[src/rtl/dual_diagonal_sched.sv]
// Frame-level round-robin scheduler sharing one dual_diagonal_backsub datapath among NUM_REQ requesters.
// Define DUAL_DIAG_SCHED_PRIORITY_EN for strict lowest-index-wins priority instead of round-robin.
module dual_diagonal_sched #(
    parameter int WIDTH     = 8,
    parameter int NUM_WORDS = 1024,
    parameter int NUM_REQ   = 4,
    parameter int TAG_DEPTH = 4
) (
    input  logic                       clock,
    input  logic                       reset,
    input  logic [NUM_REQ*WIDTH-1:0]   i_req_data,
    input  logic [NUM_REQ-1:0]         i_req_valid,
    output logic [NUM_REQ-1:0]         o_req_ready,
    output logic [WIDTH-1:0]           o_bs_data,
    output logic                       o_bs_valid,
    input  logic [WIDTH-1:0]           i_bs_data,
    input  logic                       i_bs_valid,
    output logic [WIDTH-1:0]           o_res_data,
    output logic                       o_res_valid,
    output logic [$clog2(NUM_REQ)-1:0] o_res_chan,
    output logic                       o_res_last,
    output logic                       o_res_err
);
    localparam int CW  = $clog2(NUM_REQ);
    localparam int WCW = $clog2(NUM_WORDS);
    localparam int TPW = $clog2(TAG_DEPTH);
    localparam logic [WCW-1:0] LAST_WORD = WCW'(NUM_WORDS - 1);

    typedef enum logic {
        IDLE,
        XFER
    } state_t;

    state_t          state, state_next;
    logic [CW-1:0]   sel;
    logic [CW-1:0]   grant;
    logic            grant_found;
    logic [WCW-1:0]  word_cnt;
    logic [WCW-1:0]  res_cnt;
    logic            start, hs, frame_done;

    logic [CW-1:0]   tag_mem [TAG_DEPTH];
    logic [TPW-1:0]  tag_wr, tag_rd;
    logic [TPW:0]    tag_cnt;
    logic            tag_full, tag_empty, tag_push, tag_pop;

    assign tag_full   = (tag_cnt == (TPW+1)'(TAG_DEPTH));
    assign tag_empty  = (tag_cnt == '0);
    assign start      = (state == IDLE) && grant_found && !tag_full;
    assign hs         = (state == XFER) && i_req_valid[sel];
    assign frame_done = hs && (word_cnt == LAST_WORD);
    assign tag_push   = start;
    assign tag_pop    = i_bs_valid && (res_cnt == LAST_WORD) && !tag_empty;

`ifdef DUAL_DIAG_SCHED_PRIORITY_EN
    always_comb begin
        grant       = '0;
        grant_found = 1'b0;
        for (int unsigned i = 0; i < NUM_REQ; i++) begin
            if (!grant_found && i_req_valid[CW'(i)]) begin
                grant       = CW'(i);
                grant_found = 1'b1;
            end
        end
    end
`else
    logic [CW-1:0] last_grant;
    int unsigned   rr_idx;

    // Circular search starting one past the previous grant.
    always_comb begin
        grant       = '0;
        grant_found = 1'b0;
        rr_idx      = 0;
        for (int unsigned i = 1; i <= NUM_REQ; i++) begin
            rr_idx = i + 32'(last_grant);
            if (rr_idx >= NUM_REQ)
                rr_idx = rr_idx - NUM_REQ;
            if (!grant_found && i_req_valid[CW'(rr_idx)]) begin
                grant       = CW'(rr_idx);
                grant_found = 1'b1;
            end
        end
    end

    always_ff @(posedge clock) begin
        if (reset)
            last_grant <= CW'(NUM_REQ - 1);
        else if (frame_done)
            last_grant <= sel;
    end
`endif

    always_comb begin
        state_next  = state;
        o_req_ready = '0;
        unique case (state)
            IDLE: if (start) state_next = XFER;
            XFER: begin
                o_req_ready[sel] = 1'b1;
                if (frame_done) state_next = IDLE;
            end
            default: state_next = IDLE;
        endcase
    end

    always_ff @(posedge clock) begin
        if (reset) begin
            state    <= IDLE;
            sel      <= '0;
            word_cnt <= '0;
        end else begin
            state <= state_next;
            if (start)
                sel <= grant;
            if (start || frame_done)
                word_cnt <= '0;
            else if (hs)
                word_cnt <= word_cnt + 1'b1;
        end
    end

    always_ff @(posedge clock) begin
        if (reset) begin
            o_bs_valid <= 1'b0;
            o_bs_data  <= '0;
        end else begin
            o_bs_valid <= hs;
            if (hs)
                o_bs_data <= i_req_data[sel*WIDTH +: WIDTH];
        end
    end

    always_ff @(posedge clock) begin
        if (tag_push)
            tag_mem[tag_wr] <= grant;
    end

    always_ff @(posedge clock) begin
        if (reset) begin
            tag_wr  <= '0;
            tag_rd  <= '0;
            tag_cnt <= '0;
        end else begin
            if (tag_push) tag_wr <= tag_wr + 1'b1;
            if (tag_pop)  tag_rd <= tag_rd + 1'b1;
            case ({tag_push, tag_pop})
                2'b10:   tag_cnt <= tag_cnt + 1'b1;
                2'b01:   tag_cnt <= tag_cnt - 1'b1;
                default: tag_cnt <= tag_cnt;
            endcase
        end
    end

    always_ff @(posedge clock) begin
        if (reset) begin
            res_cnt     <= '0;
            o_res_data  <= '0;
            o_res_valid <= 1'b0;
            o_res_chan  <= '0;
            o_res_last  <= 1'b0;
            o_res_err   <= 1'b0;
        end else begin
            o_res_data  <= i_bs_data;
            o_res_valid <= i_bs_valid;
            o_res_chan  <= tag_empty ? '0 : tag_mem[tag_rd];
            o_res_last  <= i_bs_valid && (res_cnt == LAST_WORD);
            if (i_bs_valid)
                res_cnt <= (res_cnt == LAST_WORD) ? '0 : res_cnt + 1'b1;
            if (i_bs_valid && tag_empty)
                o_res_err <= 1'b1;
        end
    end
endmodule

[config.mk]
export PLATFORM = sky130hd
export DESIGN_NAME = dual_diagonal_sched
export DESIGN_NICKNAME = d
export VERILOG_FILES = /design/src/rtl/dual_diagonal_sched.sv
export SDC_FILE = /design/constraint.sdc
export NUM_CORES = 1
export LEC_CHECK = 0
export ABC_AREA = 1
export ABC_CLOCK_PERIOD_IN_PS = 2300
export BUFFER_PORTS_ARGS = -buffer_cell sky130_fd_sc_hd__buf_2
export CAP_MARGIN = 10
export CORE_MARGIN = 5
export CORE_UTILIZATION = 49
export DETAILED_ROUTE_END_ITERATION = 10
export PLACE_DENSITY = 0.76
export SKIP_LAST_GASP = 1
export SYNTH_ARGS = -nofsm -noshare
export SYNTH_HDL_FRONTEND = slang
export SYNTH_SLANG_ARGS = --single-unit
[constraint.sdc]
create_clock -name clock -period 2.3 [get_ports clock]
set_input_delay 0.345 -clock clock [delete_from_list [all_inputs] [get_ports clock]]
set_output_delay 0.345 -clock clock [all_outputs]
set_load 0.01 [all_outputs]
==> results.json <==
{
  "synth-edff-count": 8,
  "ys_types": 39,
  "fmax_mhz": 471,
  "drt_wl_total_mm": 6.89,
  "pwr-share-comb_pct": 16.1,
  "core_area_mm2": 0.00642,
  "switching_share_pct": 29.6,
  "drive_above_1_share_pct": 28.4,
  "nNetsFinal": 578,
  "rsz0062_at_grt": "false",
  "p_leak_uw": 0.00182,
  "synth.avg_cell_area_um2": 7.30,
  "crit_path_start_kind": "flop",
  "end_kind": "flop",
  "fill_cells": 589,
  "hold_class": "in2reg",
  "ys.flop_type": "dfxtp_1",
  "holdBufCountCts": 0,
  "cts_root_buf": "clkbuf_8",
  "clockPowerShare_pct": 34.4,
  "yosys_warnings": 0,
  "vias_per_cell": 4.82,
  "status": "finished clean",
  "grt-ovfl-total": 0,
  "netlist_area_mm2": 0.00326,
  "synth_fp_nets": 501,
  "dr.first_iter.drc_count": 121,
  "path_delay_family": "simple AND/OR/NAND/NOR gates",
  "ant_nets": 0,
  "tightest_slew_ps": 521,
  "vias": 2919,
  "synthTopCellsByArea": "dfxtp_1, nand2_1, edfxtp_1",
  "io_buffers": 72,
  "fin_crit_sh_pct": 92.4,
  "ys_seq_area_share_pct": 40.6,
  "insertion_delay_ps": 350,
  "die_h_um": 91.5,
  "final_core_util_pct": 60.5,
  "internal_power_uw": 1700,
  "diodes": 0,
  "regArea_mm2": 0.00133,
  "gp_congestion": 0.797,
  "synth_cells": 446,
  "drc": 0,
  "numCtsBuffers": 9,
  "crit_chain": "buf_4 -> nand2_1 -> nand2_2 -> nand2_2 -> nand2_4 -> nor2_8 -> nand3_4 -> nand2_4 -> ha_1 -> inv_1 -> fa_2 -> a21oi_1 -> o21ai_1 -> o21ai_1 -> a21oi_1",
  "post-route-min-period_ps": 2120,
  "worstPathMaxFanout": 6,
  "ios": 73,
  "irDropWorstVdd_uv": 293,
  "dp_hpwl_mm": 5.26,
  "cts_tree": "done",
  "total_power_uw": 2420,
  "slew_headroom_pct": 65.3,
  "track_usage_pct": 17.3,
  "die_area_mm2": 0.00837,
  "grt_pass1_wl_mm": 12.0,
  "power.density_mw_per_mm2": 623,
  "cts_num_sinks": 62,
  "p_seq_share_pct": 49.5,
  "drv_slew": 0,
  "synth-seq-cells": 62,
  "multi_input_area_mm2": 0.00163,
  "drv_cap": 0,
  "hold_viol": 0,
  "wl_per_cell_um": 11.4,
  "first_pass_iters": 4,
  "clk_pin_slew_worst_paths_ps": 70,
  "finalClockSkew_ps": 10.7,
  "grt_pass1_vias": 2789,
  "yosysTopAreaCell": "dfxtp_1",
  "die_w_um": 91.5,
  "synth_top_area_share_pct": 33.2,
  "h-tree-depth": 3,
  "initial_utilization_pct": 50.7,
  "grt_max_degree": 22,
  "cp.required_ps": 2540,
  "path_class": "reg2reg",
  "arrival_ps": 2360,
  "slowest_delay_ps": 370,
  "pre_cts_slack_ps": -50.1,
  "setup_slack_ps": 176,
  "worst-path-buf-inv": 2,
  "setup-tns-final_ps": 0,
  "async_flop_share_pct": 0,
  "rows": 29,
  "finalSetupViolCount": 0,
  "switchingPower_uw": 717,
  "antenna_found_initial": 0,
  "ctsLongestPathBuffers": 2,
  "crit_slowest_cell": "dfxtp_4",
  "area_growth_pct": 19.3
}
layout make-up:
cell class	count	area share, %
flip-flops and latches	62	34.2
repair buffers	82	11.2
inverters	57	5.77
multi-input cells	311	41.8
well taps	77	2.48
clock inverters	7	1.29
clock buffers	9	3.19
worst reg2reg max path, delay by kind of cell, from the launching register on:
kind / cells / cell delay, ps
AO/OA/AOI/OAI: 4 / 410
buffers and inverters: 2 / 220
adder cells (fa/ha/maj): 2 / 480
AND/OR/NAND/NOR: 7 / 560
flip-flops: 1 / 370
synth_stat cells, types with 6 or more instances:
| library cell | instances |
|---|---|
| nand2_2 | 12 |
| ha_1 | 7 |
| nor2_2 | 14 |
| nand3_1 | 18 |
| nand2_1 | 106 |
| nor3_1 | 20 |
| edfxtp_1 | 8 |
| nand4_1 | 6 |
| inv_1 | 50 |
| clkbuf_1 | 6 |
| a21oi_1 | 28 |
| o21ai_0 | 11 |
| nor2_1 | 48 |
| dfxtp_1 | 54 |
| o21ai_1 | 10 |
routing by layer:
metal / track usage, % / vias up / routed length, um
li1: - / 1573 / -
met1: 20.9 / 1266 / 3100
met2: 29.2 / 73 / 3290
met3: 6.12 / 7 / 414
met4: 4.52 / 0 / 80
met5: 0 / - / 0
power by group through the flow:
stage | registers (uW) | logic, uW | clock network, uW
2_1_floorplan | 1230 | 248 | 0
3_5_place_dp | 1220 | 386 | 0
4_1_cts | 1200 | 388 | 856
6_report | 1200 | 389 | 832
5_1_grt | 1210 | 445 | 895
3_3_place_gp | 1220 | 378 | 0
stage by stage:
stage          instances  hold WS [ps]  cell area [um2]
2_1_floorplan        446           444             3260
3_3_place_gp         589           456             3690
3_5_place_dp         589           467             3690
4_1_cts              605           183             3860
5_1_grt              605           186             3880
6_report             605           194             3880
state kept, by name, summed over array words and instances, names as in the netlist:
name / count
res_cnt: 10
word_cnt: 10
o_bs_data: 8
o_res_data: 8
tag_mem: 8
tag_cnt: 3
last_grant: 2
o_res_chan: 2
sel: 2
tag_rd: 2
tag_wr: 2
o_bs_valid: 1
o_res_err: 1
o_res_last: 1
o_res_valid: 1
state: 1
final timing paths:
| check | depth (start not counted) | slack, ps | endpoint | startpoint |
|---|---|---|---|---|
| max | 15 | 180 | tag_cnt[2] | last_grant[1] |
| min | 3 | 190 | o_res_data[6] | i_bs_data[6] |
| max reg2reg | 15 | 180 | tag_cnt[2] | last_grant[1] |
| min reg2reg | 1 | 470 | o_res_err | o_res_err |
placed cells by master (no fill, tap or decap), types with 8 or more instances in the layout:
cell and instances:
buf_2 72, a21oi_1 28, o21ai_0 9, nand2_1 106
inv_1 50, nand3_1 18, nor2_2 14, edfxtp_1 8
nor3_1 20, clkbuf_8 9, nand2_2 12, buf_4 10
o21ai_1 12, nor2_1 47, dfxtp_1 52
cells by family (layout without fill, tap and decap cells):
| logic type | after synthesis | after routing | share of synthesized area, % |
|---|---|---|---|
| AOI/OAI and AO/OA | 58 | 58 | 9.65 |
| xor gates and xnor gates | 9 | 9 | 2.42 |
| adders and majority gates | 8 | 8 | 3.31 |
| buffers and inverters | 73 | 155 | 9.88 |
| DFF | 62 | 62 | 40.6 |
| and+or+nand+nor | 236 | 236 | 34.2 |
what timing repair did:
action | CTS | global route
buffers inserted | 0 | 0
gates cloned | 0 | 0
resized for setup | 1 | 9
endpoints found under the setup margin | 1 | 1
Note: power is estimated with default switching activity, not from simulation.
